[config.mk]
export PLATFORM = sky130hd
export DESIGN_NAME = alu_sequencer
export DESIGN_NICKNAME = d
export VERILOG_FILES = /design/src/rtl/alu_pkg.sv /design/src/rtl/alu_op_decode.sv /design/src/rtl/alu_sequencer.sv
export SDC_FILE = /design/constraint.sdc
export NUM_CORES = 1
export LEC_CHECK = 0
export CORE_MARGIN = 2
export CORE_UTILIZATION = 45
export DETAILED_ROUTE_END_ITERATION = 8
export GPL_TIMING_DRIVEN = 0
export PLACE_DENSITY = 0.79
export SLEW_MARGIN = 20
export SYNTH_ARGS = -nofsm -noshare
export SYNTH_HDL_FRONTEND = slang
export SYNTH_SLANG_ARGS = --single-unit
[constraint.sdc]
create_clock -name clk -period 2.4 [get_ports clk]
set_clock_uncertainty 0.15 [all_clocks]
set_input_delay 0.48 -clock clk [delete_from_list [all_inputs] [get_ports clk]]
set_output_delay 0.48 -clock clk [all_outputs]
set_load 0.05 [all_outputs]
[src/rtl/alu_pkg.sv]
// Shared op indices, FSM encoding and default latency
// for the ALU sequencer.
package alu_pkg;

   localparam int LAT_DEF = 3;

   localparam logic [3:0] OP_SUM  = 4'd0;
   localparam logic [3:0] OP_DIFF = 4'd1;
   localparam logic [3:0] OP_NOT  = 4'd2;
   localparam logic [3:0] OP_NAND = 4'd3;
   localparam logic [3:0] OP_NOR  = 4'd4;
   localparam logic [3:0] OP_AND  = 4'd5;
   localparam logic [3:0] OP_XOR  = 4'd6;
   localparam logic [3:0] OP_OR   = 4'd7;
   localparam logic [3:0] OP_XNOR = 4'd8;
   localparam logic [3:0] OP_LAST = OP_XNOR;

   localparam logic [1:0] S_IDLE    = 2'd0;
   localparam logic [1:0] S_ISSUE   = 2'd1;
   localparam logic [1:0] S_WAIT    = 2'd2;
   localparam logic [1:0] S_CAPTURE = 2'd3;

endpackage

[src/rtl/alu_op_decode.sv]
// Binary op index to one-hot ALU select;
// out-of-range indices select nothing.
module alu_op_decode
   import alu_pkg::*;
(
   input  logic [3:0]  idx,
   output logic [15:0] onehot
);

   always_comb begin
      onehot = '0;
      if (idx <= OP_LAST) onehot[idx] = 1'b1;
   end

endmodule

[src/rtl/alu_sequencer.sv]
// Issues single ops or a full nine-op sweep to an external
// fixed-latency ALU and captures its results.
module alu_sequencer
   import alu_pkg::*;
#(
   parameter int LAT = LAT_DEF
)
(
   input  logic        clk,
   input  logic        reset,
   input  logic        start,
   input  logic        sweep,
   input  logic [3:0]  op_sel,
   input  logic [7:0]  a_in,
   input  logic [7:0]  b_in,
   input  logic        alu_neg,
   input  logic [3:0]  alu_r1,
   input  logic [3:0]  alu_r2,
   output logic [7:0]  alu_a,
   output logic [7:0]  alu_b,
   output logic [15:0] alu_op,
   output logic        busy,
   output logic        done,
   output logic [7:0]  result,
   output logic        neg,
   output logic        last,
   output logic        err
);

   localparam int CW     = $clog2(LAT) + 1;
   localparam int WAIT_N = (LAT > 1) ? LAT - 2 : 0;

   logic [1:0]    state;
   logic [3:0]    idx;
   logic [3:0]    nxt_idx;
   logic          sweep_q;
   logic          bad_q;
   logic          bad_sel;
   logic [CW-1:0] cnt;
   logic [15:0]   dec_op;

   assign busy    = (state != S_IDLE);
   assign bad_sel = !sweep && (op_sel > OP_LAST);

   // One decoder serves both the first issue and sweep advances
   always_comb begin
      nxt_idx = idx + 4'd1;
      if (state == S_IDLE) nxt_idx = sweep ? OP_SUM : op_sel;
   end

   alu_op_decode u_dec (
      .idx    (nxt_idx),
      .onehot (dec_op)
   );

   always_ff @(posedge clk) begin
      if (reset) begin
         state   <= S_IDLE;
         idx     <= '0;
         sweep_q <= 1'b0;
         bad_q   <= 1'b0;
         cnt     <= '0;
         alu_a   <= '0;
         alu_b   <= '0;
         alu_op  <= '0;
         done    <= 1'b0;
         result  <= '0;
         neg     <= 1'b0;
         last    <= 1'b0;
         err     <= 1'b0;
      end else begin
         done <= 1'b0;
         last <= 1'b0;
         err  <= 1'b0;
         case (state)
            S_IDLE: begin
               if (start) begin
                  alu_a   <= a_in;
                  alu_b   <= b_in;
                  sweep_q <= sweep;
                  bad_q   <= bad_sel;
                  idx     <= bad_sel ? OP_SUM : nxt_idx;
                  alu_op  <= dec_op;
                  state   <= bad_sel ? S_CAPTURE : S_ISSUE;
               end
            end
            S_ISSUE: begin
               cnt <= CW'(WAIT_N);
               if (LAT > 1) state <= S_WAIT;
               else         state <= S_CAPTURE;
            end
            S_WAIT: begin
               if (cnt == '0) state <= S_CAPTURE;
               else           cnt   <= cnt - 1'b1;
            end
            S_CAPTURE: begin
               done   <= 1'b1;
               err    <= bad_q;
               result <= bad_q ? 8'h00 : {alu_r1, alu_r2};
               neg    <= bad_q ? 1'b0 : alu_neg;
               if (sweep_q && idx != OP_LAST) begin
                  idx    <= nxt_idx;
                  alu_op <= dec_op;
                  state  <= S_ISSUE;
               end else begin
                  last   <= 1'b1;
                  alu_op <= '0;
                  bad_q  <= 1'b0;
                  state  <= S_IDLE;
               end
            end
            default: state <= S_IDLE;
         endcase
      end
   end

endmodule
* Word level (Yosys, flattened, before mapping)
Cells that the tools add are included.
Word-level totals: bits in writable memories 0, output and inout bits 45, memories 0, logic and storage cells 71, bits of input ports 33, bits in registers 55, memory bits (read-only) 0, latch bits 0
Operators by class: order comparisons 4, divide/modulo/power cells 0, equal/unequal tests 9, add/sub/neg operators 2, shifts and indexed selects 0, reductions and logical operators 16, mux-type cells 26, multiply operators 0, bitwise gates (word level) 1
Operators by type and width (number):
- 2-to-1 mux 16 bit | 3
- case mux 16 bit (2 select lines) | 1
- 2-to-1 mux 4 bit | 5
- != test 2 bit, second input constant | 5
- 2-to-1 mux 8 bit | 1
- case mux 2 bit (4 select lines) | 1
- case mux 4 bit (2 select lines) | 1
- AND reduction 2 bit | 4
- 2-to-1 mux 1 bit | 7
- 2-to-1 mux 2 bit | 3
- case mux 3 bit (2 select lines) | 1
- AND reduction 3 bit | 2
- nonzero test 2 bit | 3
- < comparator 4 x 5 -> 1 bit, second input constant | 1
- adder 4 x 1 -> 4 bit, second input constant | 1
- demux 1 bit (select 4 bit) | 1
- equality test 2 bit, second input constant | 2
- greater-or-equal comparator 4 x 1 -> 1 bit, second input constant | 1
- > comparator 4 bit, second input constant | 1
- less-or-equal comparator 4 bit, second input constant | 1
- != test 4 bit, second input constant | 1
- logical AND 1 bit | 3
- logical NOT 3 bit | 1
- 2-to-1 mux 3 bit | 1
- other kinds (7) | 7

* Depth between registers and ports, before layout
depth after elaboration 9, depth in mapped cells 8, mapped depth without buffers 6

* Modules after synthesis
Synthesis repeated with hierarchy kept, for this count alone.
Unflattened totals: cells, all modules 277, area total of the unflattened synthesis 2369.8 µm²
Modules (own cells, without submodules):
- alu_sequencer | area an instance 2223.4 µm², cells an instance 260, instances 1
- alu_op_decode | area an instance 146.4 µm², cells an instance 17, instances 1

* Least setup slack after synthesis
Ideal clock, no wire load.
path kind reg-to-reg, from reg idx[0], to reg alu_op[8], clock period less this slack 2.009 ns, required time 2.163 ns, setup slack 0.391 ns, setup time 0.087 ns, cell stages (with the launch flop) 7, data arrival time 1.772 ns, path through dfxtp_1 inv_1 ha_1 and3b_4 a2111o_1 or3_1 o31ai_1
Between the ends: cells in the longest elaborated chain, start to end 9, elaborated cells on any way between the ends 14
Ends and longest elaborated chain:
- start: declaration | RTL line alu_sequencer.sv:34 | logic [3:0] idx;
- start signal: assignment | RTL line alu_sequencer.sv:82 | idx <= bad_sel ? OP_SUM : nxt_idx;
- start signal: assignment | RTL line alu_sequencer.sv:102 | idx <= nxt_idx;
- adder 4 x 1 -> 4 bit | RTL line alu_sequencer.sv:47 | nxt_idx = idx + 4'd1;
- 2-to-1 mux 4 bit | RTL line alu_sequencer.sv:48 | if (state == S_IDLE) nxt_idx = sweep ? OP_SUM : op_sel;
- < comparator 4 x 5 -> 1 bit (implied by the code) or greater-or-equal comparator 4 x 1 -> 1 bit (tied branches) | RTL line alu_op_decode.sv:12 | if (idx <= OP_LAST) onehot[idx] = 1'b1;
- logical AND 1 bit (implied by the code) | RTL line alu_op_decode.sv:12
- 2-to-1 mux 1 bit (implied by the code) | RTL line alu_op_decode.sv:12
- demux 1 bit (select 4 bit)
- 2-to-1 mux 16 bit | RTL line alu_op_decode.sv:12
- 2-to-1 mux 16 bit (on tied branches) | RTL line alu_sequencer.sv:101, alu_sequencer.sv:77
- case mux 16 bit (2 select lines) (*) | RTL line alu_sequencer.sv:75 | case (state)
- end signal: assignment | RTL line alu_sequencer.sv:83 | alu_op <= dec_op;
- end signal: assignment | RTL line alu_sequencer.sv:103 | alu_op <= dec_op;
- end: declaration | RTL line alu_sequencer.sv:21 | output logic [15:0] alu_op,
Mark *: on every way between the ends. The rest lies on a longest branch, timed or not. The select of a mux whose other input is x is not followed. A chain may end at the register's enable or synchronous reset.

* Worst setup path in the final report
from reg state[1], to out busy
Between the ends: cells in the longest elaborated chain, start to end 1
Ends and longest elaborated chain:
- start: declaration | RTL line alu_sequencer.sv:33 | logic [1:0] state;
- start signal: assignment | RTL line alu_sequencer.sv:84 | state <= bad_sel ? S_CAPTURE : S_ISSUE;
- nonzero test 2 bit | RTL line alu_sequencer.sv:42 | assign busy = (state != S_IDLE);
- end: declaration | RTL line alu_sequencer.sv:22 | output logic busy,
No other way between the ends.

==> metrics.md <==
| Metric | Value |
|---|---|
| Outcome | `completed` |
| Drt drc | `0` |
| First drt pass iteration count | `4` |
| Area share of fa/ha/maj cells after synthesis | `~5%` |
| Synth area leaders | `dfxtp_1, a21oi_1, nand2_1` |
| Worst r2r src | `state[1]` |
| Cell with the most instances after synthesis | `dfxtp_1` |
| #FFs+latches synth | `between 50 and 60` |
| Multi-input logic area | `1110 µm²` |
| Mapped Area | `2320 µm²` |
| Gate Count Post-Synth | `265` |
| Initial Utilization | `46.0%` |
| Largest net degree at the start of global routing | `18` |
| CP peak stage delay | `0.41 ns` |
| Seq/Total Area, Yosys | `47.5%` |
| Metal3 WL | `445 µm` |
| Slowest cell on the critical path | `dfxtp_1` |
| Lkg Pwr | `1.24 nW` |
| Hold Slack | `0.312 ns` |
| CP endpoint kind | `primary output` |
| Final Slew Violations | `0` |
| Setup crit end | `busy` |
| Post-synthesis compound-gate area fraction | `17.4%` |
| First-pass GRT wire length | `8.52 mm` |
| Fin. Hold Viols | `0` |
| Cell taking the most area after synthesis | `dfxtp_1` |
| RSZ-0062 raised after global routing | `false` |
| Simple-gate share of the synthesized area | `around a quarter` |
| Met1 Wirelength | `2.43 mm` |
| Clock transition at the registers of the reported paths | `around 0.10 ns` |
| Reg area | `roughly 1100 µm²` |
| Actual slew at the worst max-slew pin | `0.557 ns` |
| Async set-reset flop share out of synthesis | `0%` |
| Num ports | `78` |
| CP Cell Sequence | `inv_1, ha_1, buf_2, inv_1, clkdlybuf4s15_2` |
| Uppermost layer routed | `met4` |
| Clock Latency Late Sink | `slightly above 0.3 ns` |
| Syn Area/Cell | `8.74 µm²` |
| Root Buffer | `clkbuf_8` |
| Cell Count, Final, Fillers Out | `420` |
| Met2 wire len | `~2.3 mm` |
| Drt total wl | `5.28 mm` |
| Peak VDD IR | `0.000538 V` |
| Area Growth Syn to Fin | `40.9%` |
| Diode count | `0` |
| GP Congestion | `~0.86` |
| Via count | `approximately 2,100` |
| Worst-path fanout max | `9` |
| Share of the synthesized area in the top cell type | `47.5%` |
| Post-CTS Setup Inserts | `0` |
| Final setup fails | `0` |
| Die W | `75.8 µm` |
| Most frequent CP cell | `inv_1` |
| Share of layout cells above drive strength 1 | `5.71%` |
| Final Net Count | `391` |
| DRT iter0 DRCs | `90` |
| WP data required | `1.77 ns` |
| Hold crit path type | `flip-flop to flip-flop` |
| Startpoint type of the worst setup path | `flip-flop` |
| Initial antenna violation count | `0` |
| Largest family of logic cells by synthesized area | `simple AND/OR/NAND/NOR gates` |
| Dpl cells | `around 410` |
| CTS max path bufs | `2` |
| Global Route Usage Sum | `19.5%` |
| Dpl hpwl | `3.97 mm` |
| Crit path kind | `flip-flop to primary output` |
| Clock sink total | `55` |
| Setup crit start | `state[1]` |
| Post-synth net total | `307` |
| Row count | `26` |
| Xor-xnor portion of the synthesized cell area | `0.756%` |
| Fillcell total | `440` |
| Number of global-route vias before repair | `1,927` |
| Synth warn | `0` |
| Wire length per cell | `12.6 µm` |
| Max Clk Rate | `approximately 0.44 GHz` |
| Vias per cell | `4.94` |
| Port bufs | `77` |
| Multiplexer share of the synthesized area | `1.51%` |
| Core footprint | `5040 µm²` |
| Htree depth | `2` |
| P per Cell Area | `1040 nW/µm²` |
| Die area | `5740 µm²` |
| Global route total overflow | `0` |
| Worst R2R Path Depth | `6` |
| Number of distinct library cells after synthesis | `43` |
| Cts-stage hold buffer count | `0` |
| Critical R2R Capture | `alu_op[12]` |
| Dominant synthesized flop cell | `dfxtp_1` |
| Post-route ant nets | `0` |
| Slew headroom | `a little over three fifths` |
| Final Cycle Share | `95.0%` |
| Crit path arrival time | `around 1.7 ns` |
| Post-synth EDFFs | `0` |
| R2r setup slk | `0.23 ns` |
| Die height | `~76 µm` |
| Commonest cells in the netlist | `dfxtp_1, nand2_1, a21oi_1` |
| CTS tree | `built` |
| Post-CTS sizing | `3` |
| MaxCap Viol Count | `0` |
| Num CTS Buffers | `5` |
| Tmin final | `2.28 ns` |
[layer usage]
layer  global-route usage (%)  vias to the layer above
li1                         -                     1072
met5                        0                        -
met1                     24.6                      920
met2                     30.9                       75
met3                     7.14                        8
met4                     6.63                        0
[area by class of cell]
class / count / share of cell area [%]
buffer: 13 / 2.11
clock buffer: 5 / 2.11
clock inverter: 3 / 0.575
inverter: 10 / 1.15
multi-input combinational: 187 / 34.0
sequential: 55 / 33.7
tap: 70 / 2.68
timing repair buffer: 77 / 23.6
[per-stage QoR]
step	power, mW	TNS (ns)	area [µm²]	util, %	worst slack, ns
final	3.40	0	3260	64.7	0.121
after global routing	3.64	0	3260	64.7	0.00564
after CTS	3.42	0	3260	64.7	0.111
after detailed placement	2.91	-0.284	3180	63.0	-0.0842
after global placement	2.87	-0.332	3180	63.0	-0.0985
after floorplan	2.41	0	2320	-	0.391
[cells in the final DEF (no fill, tap or decap), drive strengths merged, types with 2 or more instances in the layout]
cell type      Yosys  routed
o22ai              2       2
a22o               3       3
a21oi             35      35
dfxtp             55      55
nor2              18      18
nand2b             7       7
nor2b             12      12
a32o               5       5
nand3b             2       2
and2               9       9
and2b              3       3
xnor2              2       2
mux2i              2       2
clkbuf             8      13
o22a               2       2
nand2             42      42
ha                 9       9
clkdlybuf4s50      0      76
o21ai             10      10
a211oi             2       2
inv               10      11
nand4              3       3
or3                2       2
buf                5       5
nor3               5       5
clkinv             0       2
[registers in the layout (all words and copies together), names as in the netlist, 2 cells and up]
signal and flops:
alu_a 8, alu_b 8, alu_op 16, cnt 3
idx 4, result 8, state 2
[cell families (layout without fill, tap and decap cells)]
logic type	Yosys count	count (layout)
mux	3	3
simple gates	108	108
buf+inv	23	108
flops	55	55
xor+xnor	2	2
compound gates	65	65
fa+ha+maj	9	9
[critical path: cells and delay by family (launching register included)]
kind,cells,cell delay (ns)
buffers and inverters,4,0.74
adder cells (fa/ha/maj),1,0.18
flip-flops,1,0.41
[worst min-delay path by stage]
stage | startpoint | to | slack [ns] | cells past startpoint
2_1_floorplan | bad_q | err | 0.29 | 2
3_3_place_gp | alu_b[7] | alu_b[7] | 0.29 | 2
3_5_place_dp | alu_op[9] | alu_op[9] | 0.30 | 1
4_1_cts | alu_a[5] | alu_a[5] | 0.31 | 2
5_1_grt | alu_a[3] | alu_a[3] | 0.33 | 2
6_report | alu_a[5] | alu_a[5] | 0.31 | 2
[power by group]
part / switching [mW] / leakage (nW) / internal (mW)
logic: 1.10 / 0.746 / 0.625
registers: 0.0918 / 0.447 / 1.07
clock network: 0.304 / 0.0483 / 0.206
Power figures use the tool's default switching activity.
